## config.mk

```make
export PLATFORM = sky130hd
export DESIGN_NAME = fetch_stage_flat
export DESIGN_NICKNAME = d
export VERILOG_FILES = /design/src/rtl/cpu_pkg.sv /design/src/rtl/fetch_stage_if.sv /design/src/rtl/if_id_reg.sv /design/src/rtl/fetch_stage.sv /design/src/flat_wrapper.sv
export SDC_FILE = /design/constraint.sdc
export NUM_CORES = 1
export LEC_CHECK = 0
export BUFFER_PORTS_ARGS = -buffer_cell sky130_fd_sc_hd__buf_2
export CORE_MARGIN = 8
export CORE_UTILIZATION = 37
export DETAILED_ROUTE_END_ITERATION = 8
export GPL_ROUTABILITY_DRIVEN = 0
export PLACE_DENSITY = 0.69
export SLEW_MARGIN = 20
export SYNTH_ARGS = -nofsm -noshare
export SYNTH_HDL_FRONTEND = slang
export SYNTH_SLANG_ARGS = --single-unit
```

## constraint.sdc

```tcl
create_clock -name clk -period 2 [get_ports clk]
set_input_delay 0.1 -clock clk [delete_from_list [all_inputs] [get_ports clk]]
set_output_delay 0.1 -clock clk [all_outputs]
set_load 0.02 [all_outputs]
```

## src/rtl/cpu_pkg.sv

```systemverilog
// Shared CPU definitions: widths, instruction field positions, halt opcode
// and fetch state codes. Imported by the fetch stage and its IF/ID register.
package cpu_pkg;

    localparam int DEF_ADDR_W = 16;
    localparam int DEF_INSN_W = 16;
    localparam int OP_W       = 4;
    localparam int REG_W      = 4;

    localparam logic [OP_W-1:0] HALT_OP = 4'hF;

    // Field MSB positions inside a 16-bit instruction word.
    localparam int OP_MSB = 15;
    localparam int RS_MSB = 11;
    localparam int RT_MSB = 7;
    localparam int RD_MSB = 3;

    // Fetch state codes, kept as plain constants so older tools can read them.
    localparam logic [1:0] ST_BOOT = 2'd0;
    localparam logic [1:0] ST_RUN  = 2'd1;
    localparam logic [1:0] ST_HALT = 2'd2;

    // Symbolic names for the same codes, handy for checkers and waveforms.
    typedef enum logic [1:0] {
        BOOT = ST_BOOT,
        RUN  = ST_RUN,
        HALT = ST_HALT
    } fetch_state_e;

    function automatic logic [OP_W-1:0] op_of(input logic [DEF_INSN_W-1:0] insn);
        return insn[OP_MSB -: OP_W];
    endfunction

endpackage

```

## src/rtl/fetch_stage_if.sv

```systemverilog
// Bundle between the fetch stage and its surroundings: instruction memory
// request/response, pipeline control, and the IF/ID register outputs.
//
// Signalling: there is no ready/back-pressure path on this bundle. The memory
// side is a combinational read (instruction answers IAddress in the same
// cycle). Downstream must treat id_* as meaningful only while id_valid is 1;
// stall holds the IF/ID contents unchanged, redirect_en clears id_valid.
interface fetch_stage_if
    import cpu_pkg::*;
#(
    parameter int ADDR_W = DEF_ADDR_W,
    parameter int INSN_W = DEF_INSN_W
);
    logic              stall;
    logic              redirect_en;
    logic [ADDR_W-1:0] redirect_addr;
    logic [INSN_W-1:0] instruction;

    logic [ADDR_W-1:0] IAddress;
    logic              InsMemRW;

    logic              id_valid;
    logic [ADDR_W-1:0] id_pc;
    logic [INSN_W-1:0] id_instruction;
    logic [OP_W-1:0]   id_op;
    logic [REG_W-1:0]  id_rs;
    logic [REG_W-1:0]  id_rt;
    logic [REG_W-1:0]  id_rd;
    logic              halted;
    logic [1:0]        dbg_state;

    modport master (
        input  stall, redirect_en, redirect_addr, instruction,
        output IAddress, InsMemRW, id_valid, id_pc, id_instruction,
               id_op, id_rs, id_rt, id_rd, halted, dbg_state
    );

    modport slave (
        output stall, redirect_en, redirect_addr, instruction,
        input  IAddress, InsMemRW, id_valid, id_pc, id_instruction,
               id_op, id_rs, id_rt, id_rd, halted, dbg_state
    );

endinterface

```

## src/rtl/if_id_reg.sv

```systemverilog
// IF/ID pipeline register: valid flag, fetch address and instruction word,
// with load / flush / hold control, plus the decoder field split.
module if_id_reg
    import cpu_pkg::*;
#(
    parameter int ADDR_W = DEF_ADDR_W,
    parameter int INSN_W = DEF_INSN_W
) (
    input  logic              clk,
    input  logic              rst,
    input  logic              load,
    input  logic              flush,
    input  logic [ADDR_W-1:0] d_pc,
    input  logic [INSN_W-1:0] d_instruction,
    output logic              valid,
    output logic [ADDR_W-1:0] pc,
    output logic [INSN_W-1:0] instruction,
    output logic [OP_W-1:0]   op,
    output logic [REG_W-1:0]  rs,
    output logic [REG_W-1:0]  rt,
    output logic [REG_W-1:0]  rd
);

    // Reset clears everything; flush only drops valid so the stale word stays
    // visible for debug; load captures a new fetch; otherwise hold.
    always_ff @(posedge clk) begin
        if (rst) begin
            valid       <= 1'b0;
            pc          <= '0;
            instruction <= '0;
        end else if (flush) begin
            valid <= 1'b0;
        end else if (load) begin
            valid       <= 1'b1;
            pc          <= d_pc;
            instruction <= d_instruction;
        end
    end

    assign op = instruction[OP_MSB -: OP_W];
    assign rs = instruction[RS_MSB -: REG_W];
    assign rt = instruction[RT_MSB -: REG_W];
    assign rd = instruction[RD_MSB -: REG_W];

endmodule

```

## src/rtl/fetch_stage.sv

```systemverilog
// Instruction fetch stage: program counter, BOOT/RUN/HALT control and the
// IF/ID register feeding the decoder.
// Optional build macro FETCH_COUNT_EN adds a 32-bit fetch_count output that
// counts instructions loaded into IF/ID.
module fetch_stage
    import cpu_pkg::*;
#(
    parameter int              ADDR_W   = DEF_ADDR_W,
    parameter int              INSN_W   = DEF_INSN_W,
    parameter logic [ADDR_W-1:0] RESET_PC = '0,
    parameter logic [OP_W-1:0]   HALT_OP  = cpu_pkg::HALT_OP
) (
    input  logic         clk,
    input  logic         rst,
    fetch_stage_if.master bus
`ifdef FETCH_COUNT_EN
    ,
    output logic [31:0]  fetch_count
`endif
);

    logic [ADDR_W-1:0] pc;
    logic [ADDR_W-1:0] next_pc;
    logic [1:0]        state;
    logic [1:0]        next_state;
    logic              load;
    logic              flush;

    // Next PC / state and IF/ID control; redirect beats stall beats fetch.
    always_comb begin
        next_pc    = pc;
        next_state = state;
        load       = 1'b0;
        flush      = 1'b0;
        case (state)
            ST_BOOT: begin
                flush      = 1'b1;
                next_state = ST_RUN;
                if (bus.redirect_en) next_pc = bus.redirect_addr;
            end
            ST_RUN: begin
                if (bus.redirect_en) begin
                    next_pc = bus.redirect_addr;
                    flush   = 1'b1;
                end else if (!bus.stall) begin
                    load = 1'b1;
                    if (op_of(bus.instruction) == HALT_OP) next_state = ST_HALT;
                    else                                   next_pc    = pc + 1'b1;
                end
            end
            ST_HALT: begin
                if (bus.redirect_en) begin
                    next_pc    = bus.redirect_addr;
                    flush      = 1'b1;
                    next_state = ST_RUN;
                end else if (!bus.stall) begin
                    // The halt word has been presented once; retire it.
                    flush = 1'b1;
                end
            end
            default: next_state = ST_BOOT;
        endcase
    end

    // PC and state registers.
    always_ff @(posedge clk) begin
        if (rst) begin
            pc    <= RESET_PC;
            state <= ST_BOOT;
        end else begin
            pc    <= next_pc;
            state <= next_state;
        end
    end

    if_id_reg #(
        .ADDR_W (ADDR_W),
        .INSN_W (INSN_W)
    ) u_if_id (
        .clk           (clk),
        .rst           (rst),
        .load          (load),
        .flush         (flush),
        .d_pc          (pc),
        .d_instruction (bus.instruction),
        .valid         (bus.id_valid),
        .pc            (bus.id_pc),
        .instruction   (bus.id_instruction),
        .op            (bus.id_op),
        .rs            (bus.id_rs),
        .rt            (bus.id_rt),
        .rd            (bus.id_rd)
    );

    assign bus.IAddress  = pc;
    assign bus.InsMemRW  = 1'b0;
    assign bus.halted    = (state == ST_HALT);
    assign bus.dbg_state = state;

`ifdef FETCH_COUNT_EN
    // Count every edge on which IF/ID captures a fetched instruction.
    always_ff @(posedge clk) begin
        if (rst)       fetch_count <= '0;
        else if (load) fetch_count <= fetch_count + 32'd1;
    end
`endif

endmodule

```

## src/flat_wrapper.sv

```systemverilog
// flat-port wrapper written by rule: the top's interface ports become plain ports
module fetch_stage_flat import cpu_pkg::*;
#(
    parameter int              ADDR_W   = DEF_ADDR_W,
    parameter int              INSN_W   = DEF_INSN_W,
    parameter logic [ADDR_W-1:0] RESET_PC = '0,
    parameter logic [OP_W-1:0]   HALT_OP  = cpu_pkg::HALT_OP
)
  (clk, rst, bus_stall, bus_redirect_en, bus_redirect_addr, bus_instruction, bus_IAddress, bus_InsMemRW, bus_id_valid, bus_id_pc, bus_id_instruction, bus_id_op, bus_id_rs, bus_id_rt, bus_id_rd, bus_halted, bus_dbg_state);
  fetch_stage_if #(.ADDR_W(ADDR_W), .INSN_W(INSN_W)) bus_i ();
  input  logic clk;
  input  logic rst;
  input wire logic [$bits(bus_i.stall)-1:0] bus_stall;
  input wire logic [$bits(bus_i.redirect_en)-1:0] bus_redirect_en;
  input wire logic [$bits(bus_i.redirect_addr)-1:0] bus_redirect_addr;
  input wire logic [$bits(bus_i.instruction)-1:0] bus_instruction;
  output wire logic [$bits(bus_i.IAddress)-1:0] bus_IAddress;
  output wire logic [$bits(bus_i.InsMemRW)-1:0] bus_InsMemRW;
  output wire logic [$bits(bus_i.id_valid)-1:0] bus_id_valid;
  output wire logic [$bits(bus_i.id_pc)-1:0] bus_id_pc;
  output wire logic [$bits(bus_i.id_instruction)-1:0] bus_id_instruction;
  output wire logic [$bits(bus_i.id_op)-1:0] bus_id_op;
  output wire logic [$bits(bus_i.id_rs)-1:0] bus_id_rs;
  output wire logic [$bits(bus_i.id_rt)-1:0] bus_id_rt;
  output wire logic [$bits(bus_i.id_rd)-1:0] bus_id_rd;
  output wire logic [$bits(bus_i.halted)-1:0] bus_halted;
  output wire logic [$bits(bus_i.dbg_state)-1:0] bus_dbg_state;
  assign bus_i.stall = bus_stall;
  assign bus_i.redirect_en = bus_redirect_en;
  assign bus_i.redirect_addr = bus_redirect_addr;
  assign bus_i.instruction = bus_instruction;
  assign bus_IAddress = bus_i.IAddress;
  assign bus_InsMemRW = bus_i.InsMemRW;
  assign bus_id_valid = bus_i.id_valid;
  assign bus_id_pc = bus_i.id_pc;
  assign bus_id_instruction = bus_i.id_instruction;
  assign bus_id_op = bus_i.id_op;
  assign bus_id_rs = bus_i.id_rs;
  assign bus_id_rt = bus_i.id_rt;
  assign bus_id_rd = bus_i.id_rd;
  assign bus_halted = bus_i.halted;
  assign bus_dbg_state = bus_i.dbg_state;
  fetch_stage #(.ADDR_W(ADDR_W), .INSN_W(INSN_W), .RESET_PC(RESET_PC), .HALT_OP(HALT_OP)) u_core (.clk(clk), .rst(rst), .bus(bus_i));
endmodule
```

# Word level (Yosys, flattened, before mapping)
# Index checks and enable logic that the tools add are counted.
# word_totals
output_inout_bits,69
inputBits,36
ff_bits,51
# op_classes
muxes,16
eq_ne,10
reduce_logical,7
n_bitwise,1
addsub,1
# op_table
cell,n
$mux 16,4
$pmux 16 s2,1
$add 16x1->16 const B,1
$mux 2,4
$reduce_and 4->1,2
$ne 2x2->1 const B,3
$ne 3x3->1 const B,2
$pmux 2 s3,1
$mux 1,5
$eq 4x4->1 const B,1
$ne 2x1->1 const B,2
$reduce_or 2->1,2
$pmux 1 s3,1
$eq 2x1->1 const B,1
$eq 2x2->1 const B,1
$logic_not 2->1,1
$reduce_and 2->1,1
$reduce_bool 2->1,1
$not 1->1,1

# Depth between registers and ports, before layout
# logic_depth
word_depth,5
ltp_mapped,7
ltp_nobuf,6

# Modules after synthesis
# Synthesis repeated with hierarchy kept, for this count alone.
# hier_totals
cells_unflattened,321
area_unflattened_um2,2803.9
# modules_own_cells
mod,n_inst,area_per_inst_um2,cells_per_inst
if_id_reg,1,1611.5,164
fetch_stage,1,1192.4,157

# Worst setup path before layout
# No wires, ideal clock.
# synth_timing
kind,register to register
startpoint,"register u_core.pc[0], in the netlist u_core.bus.IAddress[0]"
endpoint,"register u_core.pc[14], in the netlist u_core.bus.IAddress[14]"
t_arrival_ns,1.667
period_less_slack_ns,1.759
n_path_buf,1
stages_incl_launch_ff,8
setup_ns,0.092
slack_ns,0.241
path_cell_list,dfxtp_1 ha_1 and4_4 and4_1 buf_6 nand3_4 o31a_1 o32ai_1
# synth_between
elab_chain_cells,5
# synth_lines
element,line_no,source
from (decl),fetch_stage.sv:22,logic [ADDR_W-1:0] pc;
from (signal assigned),fetch_stage.sv:71,pc <= next_pc;
$add 16x1->16,fetch_stage.sv:48,else next_pc = pc + 1'b1;
$mux 16,fetch_stage.sv:47,if (op_of(bus.instruction) == HALT_OP) next_state = ST_HALT;
$mux 16,fetch_stage.sv:45,end else if (!bus.stall) begin
$mux 16,fetch_stage.sv:42,if (bus.redirect_en) begin
$pmux 16 s2,fetch_stage.sv:35,case (state)
# No other way between the ends. The select of a mux whose other input is x is not followed.
# A chain may end at the register's enable or synchronous reset.

# Final worst setup path
# layout_timing
startpoint,"register u_core.pc[0], in the netlist u_core.bus.IAddress[0]"
endpoint,"register u_core.pc[8], in the netlist u_core.bus.IAddress[8]"
# The elaborated chain is that of the path after synthesis.

==> flow_summary.json <==
{
  "area_growth_pct": 24.5,
  "crit_chain": "ha_1 -> and4_4 -> and4_1 -> o221ai_1 -> a2bb2oi_1 -> nor2_1",
  "portBuffers": 103,
  "grt_pass1_wl_mm": 12.3,
  "startpoint_type": "register",
  "grt_pass1_vias": 2460,
  "power.density_nw_per_um2": 716,
  "ys_types": 49,
  "layout_common_cells": "buf_2 (103), nand2_1 (86), a21oi_1 (51), dfxtp_1 (51), nor2_1 (17)",
  "internal-power_w": 0.00156,
  "rsz0062_at_grt": "no",
  "netlist_instances": 319,
  "setup_viol": 0,
  "ys_seq_area_share_pct": 41.7,
  "ys_warn_count": 0,
  "grt_max_degree": 23,
  "max_freq_mhz": 551,
  "sw_frac_of_total_pct": 28.5,
  "synth_enable_flop_cells": 0,
  "syn_nets": 356,
  "grt-ovfl-total": 0,
  "start_util_pct": 38.3,
  "crit_fanout": 7,
  "die_h_um": 97.4,
  "first_pass_iters": 6,
  "clockBufferDepth": 2,
  "worst_clock_skew_ns": 0.00959,
  "comb_power_share_pct": 16.2,
  "clkTransAtPathRegs_ns": 0.10,
  "final_nets": 442,
  "drcViolationCount": 0,
  "fin_cells": 483,
  "power_frac_seq_pct": 50.4,
  "dp_hpwl_mm": 5.61,
  "p_leak_nw": 1.38,
  "die_area_sq_um": 9480,
  "syn_area_sq_um": 2450,
  "slew_viol_final": 0,
  "ant_nets": 0,
  "peakVddDrop_v": 0.000347,
  "crit_arrival_ns": 2.01,
  "placed_cells": 474,
  "timing.hold.ws_ns": 0.0271,
  "clkSinkCount": 51,
  "clk_latency_ns": 0.30,
  "hold_violations": 0,
  "avgSynthCellArea_sq_um": 7.68,
  "finalPower_w": 0.00218,
  "path_class": "register to register",
  "hold_path.class": "input pin to register",
  "htreeDepth": 2,
  "core_sq_um": 6390,
  "dr.first_iter.drc_count": 96,
  "final_common_cell": "buf_2",
  "pin_count": 105,
  "pre_cts_slack_ns": 0.188,
  "rows": 29,
  "routed_wirelength_mm": 7.46,
  "cpPeakStageDelay_ns": 0.41,
  "ys_async_sr_fraction_pct": 0,
  "cp-end-kind": "register",
  "n_antenna_cell": 0,
  "finalCriticalPeriod_ns": 1.81,
  "cts-root-buf": "clkbuf_8",
  "synth_seq_cells": 51,
  "vias": 2480,
  "grt.total_usage_pct": 15.4,
  "maxCapViolations": 0,
  "cts_tree": "yes",
  "avgViaCountPerCell": 5.13,
  "setup_slack_ns": 0.186,
  "antenna_found_initial": 0,
  "cp.required_ns": 2.19,
  "slowest_stage": "dfxtp_1",
  "die_w_um": 97.4,
  "status": "complete, no violations",
  "synth_ff_type": "dfxtp_1",
  "power_switching_w": 0.000622,
  "p_clk_share_pct": 33.4,
  "wl_per_cell_um": 15.4,
  "cts_setup_buffers": 0,
  "finalSetupTns_ns": 0,
  "finalCritPeriodShare_pct": 90.7,
  "cts-buffers-inserted": 5,
  "drive_gt1_share_pct": 32.5
}
[cell type report]
cell class                 instances  area [sq um]
clock buffer                       5          68.8
tap                               77          96.3
timing repair buffer             117           623
sequential                        51          1020
multi-input combinational        224          1170
clock inverter                     3          43.8
inverter                           6          22.5
fill                             669          3340
[cell usage after synthesis (2+ instances only)]
| cell | number | share of area (%) |
|---|---|---|
| nand2_1 | 86 | 13 |
| a21oi_1 | 51 | 10 |
| dfxtp_1 | 51 | 42 |
| buf_4 | 19 | 5.8 |
| nor2_1 | 17 | 2.6 |
| clkbuf_1 | 10 | 1.5 |
| o21ai_0 | 9 | 1.8 |
| buf_2 | 7 | 1.4 |
| inv_1 | 6 | 0.92 |
| nand2b_1 | 6 | 1.5 |
| nand3_1 | 6 | 1.2 |
| o32ai_1 | 4 | 1.4 |
| nor3_1 | 3 | 0.61 |
| o31a_1 | 3 | 1.1 |
| a22oi_1 | 2 | 0.61 |
| a32o_1 | 2 | 0.82 |
| a32oi_1 | 2 | 0.72 |
| and2_2 | 2 | 0.61 |
| and4_1 | 2 | 0.72 |
| o21a_1 | 2 | 0.61 |
[critical path: cells and delay by family, from the launching register on]
kind / cells / cell delay, ns
adders and majority gates: 1 / 0.23
DFF: 1 / 0.41
and+or+nand+nor: 3 / 0.68
AOI/OAI and AO/OA: 2 / 0.38
[per-stage QoR]
stage	util (%)	area, sq um
final	47.7	3050
after floorplan	-	2450
after global placement	45.8	2930
after detailed placement	45.8	2930
after global routing	47.7	3050
after CTS	47.6	3040
[sequential cells by signal, indices dropped and copies added (netlist names)]
signal and count:
u_core.bus.IAddress 16, u_core.bus.dbg_state 2, u_core.u_if_id.instruction 16, u_core.u_if_id.pc 16
u_core.u_if_id.valid 1
[power by group through the flow]
stage / sequential [W] / clock [W] / combinational [W]
finish: 0.00110 / 0.000730 / 0.000353
global placement: 0.00112 / 0 / 0.000349
detailed placement: 0.00112 / 0 / 0.000353
global route: 0.00111 / 0.000805 / 0.000387
CTS: 0.00110 / 0.000757 / 0.000354
floorplan: 0.00117 / 0 / 0.000178
[cells by family after synthesis]
logic type               after synthesis  share of synthesized area, %
flip-flops                            51                          41.7
AND/OR/NAND/NOR                      134                          25.4
other                                  1                         0.153
adder cells (fa/ha/maj)                1                         0.511
buffers and inverters                 44                          10.4
AO/OA/AOI/OAI                         88                          21.8
[per-layer routing]
metal	vias to the layer above	global-route usage (%)	wire, um
met3	4	6.54	711
met4	0	3.96	44
met2	98	24.2	3330
met1	1136	18.7	3370
met5	-	0	0
li1	1242	-	-
[final timing paths]
kind / start / end / slack, ns / depth (start not counted)
max: u_core.bus.IAddress[0] / u_core.bus.IAddress[8] / 0.19 / 6
min: bus_instruction[11] / u_core.u_if_id.instruction[11] / 0.03 / 3
max reg2reg: u_core.bus.IAddress[0] / u_core.bus.IAddress[8] / 0.19 / 6
min reg2reg: u_core.u_if_id.pc[1] / u_core.u_if_id.pc[1] / 0.46 / 2
[what timing repair did]
action                                 CTS  global route
hold buffers                             0             1
endpoints found under the hold margin    0             1
resized for setup                        0             0
Power figures use the tool's default switching activity.
